$ cat config.mk
export PLATFORM = sky130hd
export DESIGN_NAME = mul_booth_seq_flat
export DESIGN_NICKNAME = d
export VERILOG_FILES = /design/src/rtl/mul_booth_seq_if.sv /design/src/rtl/mul_booth_seq.sv /design/src/flat_wrapper.sv
export SDC_FILE = /design/constraint.sdc
export NUM_CORES = 1
export LEC_CHECK = 0
export CAP_MARGIN = 20
export CORE_MARGIN = 1
export CORE_UTILIZATION = 51
export DETAILED_ROUTE_END_ITERATION = 10
export PLACE_DENSITY_LB_ADDON = 0.25
export SLEW_MARGIN = 40
export SYNTH_ARGS = -nofsm -noshare
export SYNTH_HDL_FRONTEND = slang
export SYNTH_SLANG_ARGS = --single-unit
$ cat constraint.sdc
create_clock -name clk -period 4.5 [get_ports clk]
set_input_delay 1.35 -clock clk [delete_from_list [all_inputs] [get_ports clk]]
set_output_delay 1.35 -clock clk [all_outputs]
set_load 0.01 [all_outputs]
$ cat src/rtl/mul_booth_seq_if.sv
// Operand/result bundle for the sequential radix-4 Booth multiplier.
//
// Handshake: the requester drives start high together with x, y and
// is_signed. The request is taken on a rising clock edge where busy is
// low. While busy is high, start and the operands are ignored. When busy
// is low again, done pulses high for exactly one cycle and rslt becomes
// valid. rslt then stays stable until the next request is taken.
interface mul_booth_seq_if #(
    parameter int WIDTH = 32
);
    logic                   start;
    logic                   is_signed;
    logic [WIDTH-1:0]       x;
    logic [WIDTH-1:0]       y;
    logic                   busy;
    logic                   done;
    logic [2*WIDTH-1:0]     rslt;

    modport master (
        output start, is_signed, x, y,
        input  busy, done, rslt
    );

    modport slave (
        input  start, is_signed, x, y,
        output busy, done, rslt
    );
endinterface

$ cat src/rtl/mul_booth_seq.sv
// Iterative radix-4 Booth multiplier. It retires one Booth digit (two
// multiplier bits) per clock. Both operands are extended by two bits at
// load, which makes signed and unsigned products exact. The cost is one
// extra digit: N = WIDTH/2 + 1 digits, with a fixed latency of N + 1 cycles.
module mul_booth_seq #(
    parameter int WIDTH = 32,
    parameter int CNT_W = $clog2(WIDTH/2+2)
) (
    input  logic            clk,
    input  logic            clr,
    mul_booth_seq_if.slave  bus,
    output logic [1:0]      dbg_state_o
);
    localparam int EW = WIDTH + 2;      // extended operand width
    localparam int PW = WIDTH + 3;      // partial product, holds +/-2X
    localparam int AW = 2*EW + 1;       // {upper, multiplier, booth bit}
    localparam logic [CNT_W-1:0] N_DIG = CNT_W'(WIDTH/2 + 1);

    typedef enum logic [1:0] {
        S_IDLE = 2'd0,
        S_CALC = 2'd1,
        S_DONE = 2'd2
    } state_e;

    state_e                 state_q;
    logic [CNT_W-1:0]       cnt_q;
    logic [AW-1:0]          acc_q;
    logic [EW-1:0]          xe_q;
    logic                   busy_q;
    logic                   done_q;
    logic [2*WIDTH-1:0]     rslt_q;

    logic [EW-1:0]          xe_load_d;
    logic [AW-1:0]          acc_load_d;
    logic [EW-1:0]          upper;
    logic [PW-1:0]          px;
    logic [PW-1:0]          p2x;
    logic [PW-1:0]          pp;
    logic [EW+1:0]          sum_d;
    logic [AW-1:0]          acc_step_d;

    // Operand extension and the initial accumulator: upper half clear, the
    // multiplier in the middle, and the appended Booth bit y[-1] = 0.
    always_comb begin
        xe_load_d  = bus.is_signed ? {{2{bus.x[WIDTH-1]}}, bus.x} : {2'b00, bus.x};
        acc_load_d = {{EW{1'b0}},
                      (bus.is_signed ? {{2{bus.y[WIDTH-1]}}, bus.y} : {2'b00, bus.y}),
                      1'b0};
    end

    // Recode the low 3-bit window into a digit and fold it into the upper
    // half. The sum is two bits wider than the upper half, so dropping the
    // two bits that shift out keeps the value exact (arithmetic shift by 2).
    always_comb begin
        upper = acc_q[AW-1:EW+1];
        px    = {xe_q[EW-1], xe_q};
        p2x   = {xe_q, 1'b0};
        pp    = '0;
        case (acc_q[2:0])
            3'b001, 3'b010: pp = px;
            3'b011:         pp = p2x;
            3'b100:         pp = -p2x;
            3'b101, 3'b110: pp = -px;
            default:        pp = '0;
        endcase
        sum_d      = {{2{upper[EW-1]}}, upper} + {pp[PW-1], pp};
        acc_step_d = {sum_d, acc_q[EW:2]};
    end

    // Control FSM with registered busy/done/rslt outputs.
    always_ff @(posedge clk or negedge clr) begin
        if (!clr) begin
            state_q <= S_IDLE;
            cnt_q   <= '0;
            acc_q   <= '0;
            xe_q    <= '0;
            busy_q  <= 1'b0;
            done_q  <= 1'b0;
            rslt_q  <= '0;
        end else begin
            done_q <= 1'b0;
            case (state_q)
                S_IDLE: begin
                    if (bus.start) begin
                        xe_q    <= xe_load_d;
                        acc_q   <= acc_load_d;
                        cnt_q   <= N_DIG;
                        busy_q  <= 1'b1;
                        state_q <= S_CALC;
                    end
                end
                S_CALC: begin
                    acc_q <= acc_step_d;
                    cnt_q <= cnt_q - CNT_W'(1);
                    if (cnt_q == CNT_W'(1)) begin
                        busy_q  <= 1'b0;
                        state_q <= S_DONE;
                    end
                end
                S_DONE: begin
                    done_q <= 1'b1;
                    rslt_q <= acc_q[2*WIDTH:1];
                    if (bus.start) begin
                        xe_q    <= xe_load_d;
                        acc_q   <= acc_load_d;
                        cnt_q   <= N_DIG;
                        busy_q  <= 1'b1;
                        state_q <= S_CALC;
                    end else begin
                        state_q <= S_IDLE;
                    end
                end
                default: begin
                    busy_q  <= 1'b0;
                    state_q <= S_IDLE;
                end
            endcase
        end
    end

    assign bus.busy    = busy_q;
    assign bus.done    = done_q;
    assign bus.rslt    = rslt_q;
    assign dbg_state_o = state_q;

endmodule

$ cat src/flat_wrapper.sv
// flat-port wrapper written by rule: the top's interface ports become plain ports
module mul_booth_seq_flat 
#(
    parameter int WIDTH = 32,
    parameter int CNT_W = $clog2(WIDTH/2+2)
)
  (clk, clr, dbg_state_o, bus_start, bus_is_signed, bus_x, bus_y, bus_busy, bus_done, bus_rslt);
  mul_booth_seq_if #(.WIDTH(WIDTH)) bus_i ();
  input  logic clk;
  input  logic clr;
  output logic [1:0] dbg_state_o;
  input wire logic [$bits(bus_i.start)-1:0] bus_start;
  input wire logic [$bits(bus_i.is_signed)-1:0] bus_is_signed;
  input wire logic [$bits(bus_i.x)-1:0] bus_x;
  input wire logic [$bits(bus_i.y)-1:0] bus_y;
  output wire logic [$bits(bus_i.busy)-1:0] bus_busy;
  output wire logic [$bits(bus_i.done)-1:0] bus_done;
  output wire logic [$bits(bus_i.rslt)-1:0] bus_rslt;
  assign bus_i.start = bus_start;
  assign bus_i.is_signed = bus_is_signed;
  assign bus_i.x = bus_x;
  assign bus_i.y = bus_y;
  assign bus_busy = bus_i.busy;
  assign bus_done = bus_i.done;
  assign bus_rslt = bus_i.rslt;
  mul_booth_seq #(.WIDTH(WIDTH), .CNT_W(CNT_W)) u_core (.clk(clk), .clr(clr), .bus(bus_i), .dbg_state_o(dbg_state_o));
endmodule
Word-level counts from Yosys, hierarchy flattened. Index checks and enable logic that the tools add are counted.

Add/sub/neg operators: 4. Reduce and logical (&&, ||, !) cells: 9. Mux-type cells: 15. Eq/ne operators: 12.

Operators by type and width (count): $pmux 35 s4 (1); $pmux 69 s2 (1); $neg 35->35 (2); $mux 69 (1); $mux 34 (2); $add 34x35->36 (1); $pmux 5 s2 (1); $eq 3x3->1 const B (3); $reduce_and 2->1 (4); $eq 3x2->1 const B (2); $pmux 2 s3 (1); $reduce_or 2->1 (3); $eq 5x1->1 const B (1); $mux 5 (1); $sub 5x1->5 const B (1); $mux 1 (4); $mux 2 (2); $ne 2x1->1 const B (2); $eq 3x1->1 const B (1); $eq 2x1->1 const B (1); $eq 2x2->1 const B (1); $logic_not 2->1 (1); $ne 2x2->1 const B (1); $pmux 1 s2 (1); $reduce_bool 2->1 (1).

Bits in registers: 176. Output and inout port bits: 68. Logic and storage cells: 47.

Logic depth before layout (Yosys ltp).
Depth after elaboration: 5. Mapped depth: 21.

Worst setup path before layout. Ideal clock, no wire load.

Kind: reg2reg. Start point: reg u_core.xe_q[1]. End point: reg u_core.acc_q[68]. Stages on the path, launching flop included: 21. Data arrival time: 4.585 ns. Path buffers: 1. Required time: 4.374 ns. Setup slack: -0.211 ns. Clock period less this slack: 4.711 ns. Path through: dfrtp_1 inv_1 ha_1 nor4b_1 nand3_1 or2_2 nor3_1 xnor2_1 a211oi_1 a21o_1 a21oi_1 ha_1 clkbuf_1 a21oi_1 o21ai_0 o31ai_1 or3_1 o31a_1 o31ai_1 a2111oi_0 a311o_1.

Word-level cells in the longest chain between the ends: 4. Elaborated cells between the ends (all ways): 5. Classes of those cells: 3 x add/sub; 2 x mux.

Ends and longest elaborated chain: start: declaration (RTL line mul_booth_seq.sv:28) `logic [EW-1:0] xe_q;`; start signal: assignment (RTL line mul_booth_seq.sv:85) `xe_q <= xe_load_d;`; start signal: assignment (RTL line mul_booth_seq.sv:104) `xe_q <= xe_load_d;`; $neg 35->35, on equally long branches (RTL line mul_booth_seq.sv:63, mul_booth_seq.sv:62); $pmux 35 s4 (*) (RTL line mul_booth_seq.sv:59) `case (acc_q[2:0])`; $add 34x35->36 (*) (RTL line mul_booth_seq.sv:66) `sum_d = {{2{upper[EW-1]}}, upper} + {pp[PW-1], pp};`; $pmux 69 s2 (*) (RTL line mul_booth_seq.sv:82) `case (state_q)`; end signal: assignment (RTL line mul_booth_seq.sv:86) `acc_q <= acc_load_d;`; end signal: assignment (RTL line mul_booth_seq.sv:93) `acc_q <= acc_step_d;`; end signal: assignment (RTL line mul_booth_seq.sv:105) `acc_q <= acc_load_d;`; end: declaration (RTL line mul_booth_seq.sv:27) `logic [AW-1:0] acc_q;`.

Mark *: on every way between the ends. The rest lies on a longest branch, timed or not. A chain may end at the register's enable or synchronous reset.

Worst setup path after layout.
Start point: reg u_core.xe_q[12]. End point: reg u_core.acc_q[68].

The elaborated chain is that of the path after synthesis.

==> results.txt <==
Outcome -> finished with violations
Violations in the final reports -> setup timing
WL per Instance -> 17.2 um
Most common cell after layout, fill and taps aside -> sky130_fd_sc_hd__nand2_1
Port bufs -> 135
Critical Path Source -> u_core.xe_q[12]$_DFFE_PN0P_
Routed wire length -> 29,800 um
Initial antenna violation count -> 0
Relative max-transition margin -> 49.7%
Row Count -> 51
Critical path data required time -> 4.88 ns
Nets -> 1,563
Remaining Overflow, GRT -> 0
Synth Flop Type -> sky130_fd_sc_hd__dfrtp_1
Maximum clock path buffer count -> 2
Total of flip-flops plus latches after synthesis -> 175
Critical Path AT -> 4.91 ns
Number of global-route vias before repair -> 9,720
First-pass GRT wire length -> 48,200 um
H-tree depth -> 4
Post-route DRC violation count -> 0
Cell types occupying the most area after synthesis -> sky130_fd_sc_hd__dfrtp_1, sky130_fd_sc_hd__nand2_1, sky130_fd_sc_hd__ha_1, sky130_fd_sc_hd__o21ai_0, sky130_fd_sc_hd__xnor2_1
Half-perimeter wire length of the detailed placement result -> 20,600 um
Critical Path End Type -> flip-flop
Most used cell, CP -> sky130_fd_sc_hd__a21o_1
Reg2Reg Launch Point -> u_core.xe_q[12]$_DFFE_PN0P_
Synth top area share -> 42.3%
Setup clock skew after layout -> 0.0141 ns
Number of diodes -> 0
Sinks on Clock Net -> 175
Clock transition at the register clock pins on the worst setup and hold paths after CTS -> 0.08 ns
Starting density of the core -> 52.7%
Post-synthesis instance total -> 1,282
Worst-case register-to-register setup slack -> -0.03 ns
Largest fanout on the critical path -> 4
Pin count of the biggest net entering global routing -> 79
DIE AREA -> 20,900 um^2
Cell type with the largest total area after synthesis -> sky130_fd_sc_hd__dfrtp_1
Tot GR Track Use -> 29.5%
CP max-delay cell -> sky130_fd_sc_hd__or4_4
Final Setup Violations -> 1
Sequential area share after synthesis -> 42.3%
Capture point of the critical path -> u_core.acc_q[68]$_DFFE_PN0P_
Total clock buffers created by CTS -> 17
Worst-skew pair later-pin latency -> 0.44 ns
Floorplan die height -> 145 um
CTS tree -> built
Worst min path class -> flip-flop to flip-flop
Buffer type at the clock tree root -> sky130_fd_sc_hd__clkbuf_16
Crit share post-route -> 101%
Warnings from Yosys -> 0
Slew at the pin closest to its max-slew limit -> 0.755 ns
Start-to-end type of the worst setup path -> flip-flop to flip-flop
Share of post-route cells with drive strength above 1 -> 14.2%
Area growth from synthesis to layout -> 30.7%
M3 GR Usage -> 4.87%
Nature of the critical path startpoint -> flip-flop
Number of enable-type register cells in the synthesized netlist -> 0
Final hold viol count -> 0
Slowest cell delay on critical path -> 0.57 ns
Reg2reg end -> u_core.acc_q[68]$_DFFE_PN0P_
Most used routing layer -> met2
Final core occ -> 68.9%
Fmax -> 0.221 GHz
Routability-driven placement congestion ratio -> 0.918
Count of routing violations after the opening detailed-route iteration -> 609
Number of distinct library cells after synthesis -> 64
Post-route setup slack -> -0.0349 ns
Min cycle time layout -> 4.53 ns
Share of flip-flops with an asynchronous set or reset after synthesis -> 100%
Reg2reg path depth -> 17
Most frequent cells in the layout -> sky130_fd_sc_hd__nand2_1, sky130_fd_sc_hd__dfrtp_1, sky130_fd_sc_hd__clkdlybuf4s50_1
Count of hold buffers inserted by post-cts repair -> 0
Number of iterations in the first detailed-routing pass -> 5
Setup Slack @ Placement -> -0.0552 ns
Post-synth design cell area -> 10,400 um^2
Met1 track utilization from global routing -> 37.3%
Core footprint -> 19,700 um^2
Via count of the routed design -> 9,980
Max cap viols -> 0
Met2 Resource Use GR -> 49.1%
CP Cell Sequence -> or4_4 -> or4_4 -> or4_4 -> o21a_1 -> nor3_2 -> nand2b_1 -> o31ai_1 -> a21oi_1 -> ha_1 -> a21o_1 -> a21o_1 -> a21o_1 -> a21o_1 -> a211oi_2 -> o31ai_4 -> a2111oi_4 -> a311o_1
RSZ-0062 raised after global routing -> true
Antenna violation net count after detailed routing -> 0
Final slew viol count -> 0
Count of pins on the block boundary -> 136
Overall die width -> 145 um
Via density per instance -> 5.76
Synthesized net count -> 1,389
Avg Synthesized Cell Area -> 8.08 um^2
## registers in the layout, indices dropped and copies added, names as in the netlist
name / cells
u_core.acc_q: 69
u_core.bus.rslt: 64
u_core.xe_q: 33
u_core.cnt_q: 5
u_core.dbg_state_o: 2
u_core.bus.busy: 1
u_core.bus.done: 1
## layer usage
metal  vias to the layer above  share of wire [%]  routed length [um]
met3                        81                3.9                1160
met4                         0                3.9                1170
met5                         -                  0                   0
li1                       4769                  -                   -
met1                      4869                 43               12800
met2                       261                 49               14700
## cell type report
type | count | area, um^2
clock buffers | 17 | 425
clock inverters | 15 | 209
multi-input cells | 1006 | 5900
repair buffers | 242 | 2230
well taps | 265 | 332
flip-flops and latches | 175 | 4380
inverters | 14 | 55.1
fillers | 1685 | 6120
## worst min-delay path by stage
stage	slack, ns	endpoint	depth (start not counted)	from
after floorplan	0.46	u_core.acc_q[66]$_DFFE_PN0P_	2	u_core.acc_q[66]$_DFFE_PN0P_
after global placement	0.46	u_core.bus.rslt[41]$_DFFE_PN0P_	2	u_core.bus.rslt[41]$_DFFE_PN0P_
after detailed placement	0.46	u_core.bus.rslt[2]$_DFFE_PN0P_	2	u_core.bus.rslt[2]$_DFFE_PN0P_
after CTS	0.48	u_core.bus.rslt[2]$_DFFE_PN0P_	2	u_core.bus.rslt[2]$_DFFE_PN0P_
after global routing	0.50	u_core.bus.rslt[56]$_DFFE_PN0P_	2	u_core.bus.rslt[56]$_DFFE_PN0P_
final	0.48	u_core.bus.rslt[47]$_DFFE_PN0P_	2	u_core.bus.rslt[47]$_DFFE_PN0P_
## critical path, delay by kind of cell, from the launching register on
family,cells,cell delay [ns]
AOI/OAI and AO/OA,11,2.02
adders and majority gates,1,0.27
DFF,1,0.38
and+or+nand+nor,5,1.79
## cells in the mapped netlist, drive strengths merged, types with 3 or more instances
cell / instances
a21oi: 62
a21o: 20
and3: 3
inv: 13
or4: 7
a31o: 4
nor4: 10
nand2: 441
o21ai: 81
xor2: 24
or2: 5
a221oi: 15
a22o: 4
o21bai: 4
nor3: 29
a21boi: 5
o31ai: 9
a2111oi: 3
nor2: 43
nand3: 20
o211ai: 15
ha: 38
clkbuf: 74
o21a: 5
dfrtp: 175
a211oi: 7
nand2b: 8
a311oi: 3
buf: 13
nor2b: 14
or3: 11
xnor2: 37
a22oi: 39
a31oi: 7
a2bb2oi: 3
## stage by stage
stage	cells	TNS (ns)	instance area [um^2]	hold WS (ns)
6_report	1734	-0.0349	13500	0.477
5_1_grt	1734	-1.24	13500	0.505
4_1_cts	1727	-0.0233	13200	0.482
3_5_place_dp	1693	-0.0552	12500	0.462
3_3_place_gp	1693	0	12500	0.458
2_1_floorplan	1282	-0.0230	10400	0.456
## cells by family after synthesis
logic type | count (synthesis) | synth area share, %
DFF | 175 | 42.3
adders and majority gates | 39 | 4.78
and+or+nand+nor | 604 | 24.8
xor gates and xnor gates | 61 | 5.23
buffers and inverters | 101 | 3.84
AOI/OAI and AO/OA | 302 | 19.1
## repair_timing
action / in CTS / in global routing
buffers inserted: 2 / 7
setup endpoints to repair: 4 / 13
pin swaps: 8 / 20
gates resized for setup: 11 / 51
Power is left out: the tool's default activity adds up to more than one toggle a clock period on the data nets, which glitch-free logic cannot reach.
==> edit 1 (same flow settings) <==
Remove the case item `3'b101, 3'b110` of the case on `acc_q[2:0]`.
--- a/src/rtl/mul_booth_seq.sv
+++ b/src/rtl/mul_booth_seq.sv
@@ -60,7 +60,6 @@
             3'b001, 3'b010: pp = px;
             3'b011:         pp = p2x;
             3'b100:         pp = -p2x;
-            3'b101, 3'b110: pp = -px;
             default:        pp = '0;
         endcase
         sum_d      = {{2{upper[EW-1]}}, upper} + {pp[PW-1], pp};
Function: no difference found for any inputs over 10 cycles, from zero or initial values; that may be too few to reach the edited logic, so the function may still have changed.
==> edit 1 against the unedited design <==
The run ends with design-rule violations left; design area shrank 10%; worst setup slack better by 0.16 ns; highest routed layer unchanged; first-iteration DRC count shrank 6.6%; synthesized area fell by 7.3%; routed wire length fell by 18%; sequential cell count unchanged; die area is 7.2% lower.
==> edit 1: results (changes against the unedited design) <==
Critical path
The setup slack of the worst register-to-register path is 0.13 ns (was -0.03 ns). The number of cells traversed by the worst register-to-register path came to 14 (was 17). The master of the slowest instance on the critical path is sky130_fd_sc_hd__or4_4 (unchanged). The arrival time reported for the critical path endpoint is 4.75 ns (was 4.91 ns). The top fanout value on the critical path is 5 (was 4). The delay contributed by the slowest stage of the critical path is 0.55 ns (was 0.57 ns). The critical path launch point is u_core.xe_q[19] (was u_core.xe_q[12]). The end of the worst register-to-register path was u_core.acc_q[66] (was u_core.acc_q[68]).

Detailed routing
The detail-routed net length per standard cell is 17.34 um (was 17.19 um). The via-per-instance ratio came to 5.802 (was 5.755). The DRC violation count after routing is 4 (was 0). The number of DRC violations after detailed-routing iteration 0 came to 569 (was 609). The detailed-router iteration count before antenna repair was 8 (was 5).

Placed design
The final weighted congestion in routability-driven placement came to 0.8834 (was 0.9180). The cell count after placement is 1378 (was 1693). The half-perimeter wire length of the detailed placement result is 17550 um (was 20600 um).

Synthesis
The synthesized net count is 1129 (was 1389). Ranking of synthesized cells by instance count: sky130_fd_sc_hd__nand2_1 (226), sky130_fd_sc_hd__dfrtp_1 (175), sky130_fd_sc_hd__mux2_2 (63) (was sky130_fd_sc_hd__nand2_1 (441), sky130_fd_sc_hd__dfrtp_1 (175), sky130_fd_sc_hd__o21ai_0 (80)). Synth area leaders: sky130_fd_sc_hd__dfrtp_1 (46%), sky130_fd_sc_hd__nand2_1 (8.8%), sky130_fd_sc_hd__mux2_2 (7.4%), sky130_fd_sc_hd__ha_1 (5.0%), sky130_fd_sc_hd__a22oi_1 (3.6%) (was sky130_fd_sc_hd__dfrtp_1 (42%), sky130_fd_sc_hd__nand2_1 (16%), sky130_fd_sc_hd__ha_1 (4.6%), sky130_fd_sc_hd__o21ai_0 (3.9%), sky130_fd_sc_hd__xnor2_1 (3.1%)). The sequential fraction of the synthesis area is 45.62% (was 42.29%).

The synthesized instance count is 1022 (was 1282).

Global routing
The combined global-route utilization of all metal layers was 26.19% (was 29.49%). The number of global-route vias before repair was 8091 (was 9720). The maximum number of pins on one net before global-route repair is 88 (was 79).

Finish
The fraction of layout instances using a drive strength above 1 is 15.38% (was 14.23%). The layout net count is 1277 (was 1563). The final-layout fill cell count is 1489 (was 1685). The non-filler instance count after layout came to 1412 (was 1734).

STA
The slew at the pin closest to its max-slew limit is 0.7766 ns (was 0.7547 ns). The worst clock skew is 0.01870 ns (was 0.01412 ns).

CTS
The clock transition at the registers of the reported paths came to 0.08 ns (about the same).

Outcome
Failing checks: design-rule violations (was negative setup slack). Result of the run: complete, but fails checks (unchanged).

Worst hold path
The launch instance of the worst min-delay path is u_core.bus.rslt[35] (was u_core.bus.rslt[47]).
==> edit 1: repair_timing <==
action | CTS | global route
resized for setup | 1 | 12
pin swaps | 0 | 5
setup buffers | 0 | 2
endpoints found under the setup margin | 1 | 9
hold buffers | 0 | 0
endpoints found under the hold margin | 0 | 0
==> edit 1: power by group <==
group / total (mW) / switching [mW] / internal [mW]
combinational: 6.19 / 3.28 / 2.91
sequential: 3.08 / 0.685 / 2.40
clock: 1.47 / 0.727 / 0.747
==> edit 1: worst max path at each step <==
stage,to,slack [ns],depth (start not counted)
6_report,u_core.acc_q[66],0.13,14
5_1_grt,u_core.acc_q[65],-0.03,18
4_1_cts,u_core.acc_q[65],0.07,17
3_5_place_dp,u_core.acc_q[64],-0.03,16
3_3_place_gp,u_core.acc_q[64],0.11,16
2_1_floorplan,u_core.acc_q[66],0.02,17
==> edit 1: cell type report <==
type	count	area (um^2)	area share (%)
multi-input cells	768	5014	41.30
flip-flops and latches	175	4379	36.08
repair buffers	193	1803	14.85
clock buffers	17	425.4	3.504
well taps	229	286.5	2.360
clock inverters	15	175.2	1.443
inverters	15	56.30	0.4638
==> edit 1: metrics by stage <==
step | setup slack [ns] | total power, mW | instance area [um^2]
5_1_grt | -0.02984 | 11.61 | 12140
3_5_place_dp | -0.03405 | 9.156 | 11460
2_1_floorplan | 0.02144 | 6.941 | 9607
4_1_cts | 0.07012 | 10.69 | 12060
6_report | 0.1265 | 10.75 | 12140
3_3_place_gp | 0.1052 | 9.028 | 11460
==> edit 1: critical path: cells and delay by family, from the launching register on <==
family / cells / cell delay [ns]
adder cells (fa/ha/maj): 1 / 0.28
AND/OR/NAND/NOR: 9 / 2.57
AO/OA/AOI/OAI: 3 / 0.91
buffers and inverters: 1 / 0.13
flip-flops: 1 / 0.42
==> edit 1: kinds of logic (layout without fill, tap and decap cells) <==
| group | after synthesis | after routing | synth area share (%) |
|---|---|---|---|
| AND/OR/NAND/NOR | 375 | 375 | 17.56 |
| AO/OA/AOI/OAI | 254 | 254 | 17.70 |
| XOR/XNOR | 36 | 36 | 3.285 |
| adder cells (fa/ha/maj) | 39 | 39 | 5.162 |
| multiplexers | 64 | 64 | 7.495 |
| flip-flops | 175 | 175 | 45.62 |
| buffers and inverters | 79 | 240 | 3.180 |
==> edit 1: per-layer routing <==
metal  vias up  global-route usage, %  wire [um]
met5         -                      0          0
met1      3971                  34.62      10960
met3        27                  8.011       1834
met2       249                  41.23      11320
met4         0                  8.187        367
li1       3945                      -          -
==> edit 2 (config.mk and constraints unchanged) <==
Made on the original files. Put one more register stage on the output `dbg_state_o`, with the module's reset. The value now appears one clock later. The other outputs are not delayed to match.
--- a/src/rtl/mul_booth_seq.sv
+++ b/src/rtl/mul_booth_seq.sv
@@ -121,7 +121,13 @@
     assign bus.busy    = busy_q;
     assign bus.done    = done_q;
     assign bus.rslt    = rslt_q;
-    assign dbg_state_o = state_q;
+    always_ff @(posedge clk or negedge clr) begin
+        if (!clr) begin
+            dbg_state_o <= '0;
+        end else begin
+            dbg_state_o <= state_q;
+        end
+    end
 
 endmodule
 
Function: changed (a bounded check fails within 4 cycles, from zero or initial values).
==> edit 2 against the unedited design <==
Sequential cell count is 2 higher; count of clock-buffer cells in the layout stayed put; first-iteration DRC count is 12% higher; synthesized area is 2.4% higher; largest cell class unchanged; critical endpoint is now u_core.acc_q[63]; design area is 2.9% lower; die area is 2.3% higher; worst setup slack better by 0.29 ns; routed wire length is 2.9% higher.
Power is left out: the tool's default activity adds up to more than one toggle a clock period on the data nets, which glitch-free logic cannot reach.
==> edit 2: results (changes against the unedited design) <==
STA
The clock period minus worst slack is 4.246 ns (was 4.535 ns). The slew at the pin closest to its max-slew limit is 0.7304 ns (was 0.7547 ns). The worst clock skew is 0.01536 ns (was 0.01412 ns).

CTS
The clock transition at the registers of the reported paths is 0.07 ns. The maximum count of clock buffers along a single path is 2 (unchanged).

Synthesis
The number of distinct library cells after synthesis was 70 (was 64). The sequential fraction of the synthesis area is 41.78% (was 42.29%). The per-instance average area after synthesis came to 8.019 um^2 (was 8.078 um^2).

Synth area leaders: sky130_fd_sc_hd__dfrtp_1 (42%), sky130_fd_sc_hd__nand2_1 (16%), sky130_fd_sc_hd__ha_1 (4.5%), sky130_fd_sc_hd__o21ai_0 (3.9%), sky130_fd_sc_hd__a22oi_1 (3.5%) (was sky130_fd_sc_hd__dfrtp_1 (42%), sky130_fd_sc_hd__nand2_1 (16%), sky130_fd_sc_hd__ha_1 (4.6%), sky130_fd_sc_hd__o21ai_0 (3.9%), sky130_fd_sc_hd__xnor2_1 (3.1%)). The synthesized net count was 1429 (was 1389). Ranking of synthesized cells by instance count: sky130_fd_sc_hd__nand2_1 (461), sky130_fd_sc_hd__dfrtp_1 (177), sky130_fd_sc_hd__o21ai_0 (83) (was sky130_fd_sc_hd__nand2_1 (441), sky130_fd_sc_hd__dfrtp_1 (175), sky130_fd_sc_hd__o21ai_0 (80)).

Critical path
The launching point of the worst reg2reg path is u_core.xe_q[2] (was u_core.xe_q[12]). The arrival time reported for the critical path endpoint is 4.57 ns (was 4.91 ns). The top fanout value on the critical path is 8 (was 4). The delay contributed by the slowest stage of the critical path is 0.49 ns (was 0.57 ns).

The master of the slowest instance on the critical path is sky130_fd_sc_hd__dfrtp_1 (was sky130_fd_sc_hd__or4_4). The end of the critical path is u_core.acc_q[63] (was u_core.acc_q[68]). The setup slack of the worst register-to-register path is 0.25 ns (was -0.03 ns).

Global routing
The wire length of the first global-routing pass is 49690 um (was 48240 um). The combined global-route utilization of all metal layers came to 29.28% (was 29.49%). The maximum number of pins on one net before global-route repair was 77 (was 79). The number of global-route vias before repair is 9448 (was 9720).

Detailed routing
The total wire length after detailed routing was 30660 um (was 29800 um). The count of vias placed by the detailed router is 9931 (was 9980). The via-per-instance ratio came to 5.724 (was 5.755). The number of DRC violations after detailed-routing iteration 0 is 680 (was 609).

Placed design
The placement-stage worst setup slack is 0.1185 ns (was -0.05516 ns). The final weighted congestion in routability-driven placement is 1.005 (was 0.9180).

Outcome
Result of the run: completed (was complete, but fails checks).
==> edit 2: area by class of cell <==
class,count,area [um^2]
flip-flops and latches,177,4429
well taps,270,337.8
inverters,20,75.07
repair buffers,197,1868
clock buffers,17,425.4
clock inverters,14,162.7
multi-input cells,1040,5842
fillers,1766,7159
==> edit 2: metal layers <==
layer	track usage [%]	vias to the layer above	part of all wire, %
li1	-	4813	-
met1	39.80	4716	44
met2	45.12	354	46
met3	6.938	48	7.1
met4	11.61	0	3.2
met5	0	-	0
==> edit 2: how the worst min path moves through the flow <==
stage,start,endpoint,slack [ns],cells past startpoint
4_1_cts,u_core.bus.rslt[43],u_core.bus.rslt[43],0.48,2
3_3_place_gp,u_core.bus.rslt[53],u_core.bus.rslt[53],0.46,2
5_1_grt,u_core.bus.rslt[10],u_core.bus.rslt[10],0.51,2
3_5_place_dp,u_core.bus.rslt[7],u_core.bus.rslt[7],0.46,2
2_1_floorplan,u_core.state_q[1],u_core.dbg_state_o[1],0.43,0
6_report,u_core.bus.rslt[36],u_core.bus.rslt[36],0.47,2
==> edit 2: stage by stage <==
step	cell area [um^2]	hold WS [ns]
after floorplan	10600	0.4318
after global placement	12500	0.4573
after detailed placement	12500	0.4611
after CTS	13090	0.4803
after global routing	13140	0.5078
final	13140	0.4747
==> edit 2: what timing repair did <==
action,4_1_cts,5_1_grt
setup endpoints to repair,0,10
gates resized for setup,0,9
buffers inserted,0,1
==> edit 2: kinds of logic (layout without fill, tap and decap cells) <==
| kind of cell | count (synthesis) | count (layout) | synth area share (%) |
|---|---|---|---|
| buffers and inverters | 105 | 248 | 3.800 |
| AOI/OAI and AO/OA | 305 | 305 | 18.68 |
| muxes | 6 | 6 | 0.5665 |
| xor gates and xnor gates | 58 | 58 | 4.792 |
| and+or+nand+nor | 632 | 632 | 25.71 |
| adders and majority gates | 39 | 39 | 4.674 |
| DFF | 177 | 177 | 41.78 |
==> edit 2: critical path: cells and delay by family, from the launching register on <==
kind                     cells  cell delay (ns)
AO/OA/AOI/OAI                6             1.25
XOR/XNOR                     1             0.22
adder cells (fa/ha/maj)      1             0.42
buffers and inverters        3             0.43
flip-flops                   1             0.49
multiplexers                 1             0.08
AND/OR/NAND/NOR              5             1.24
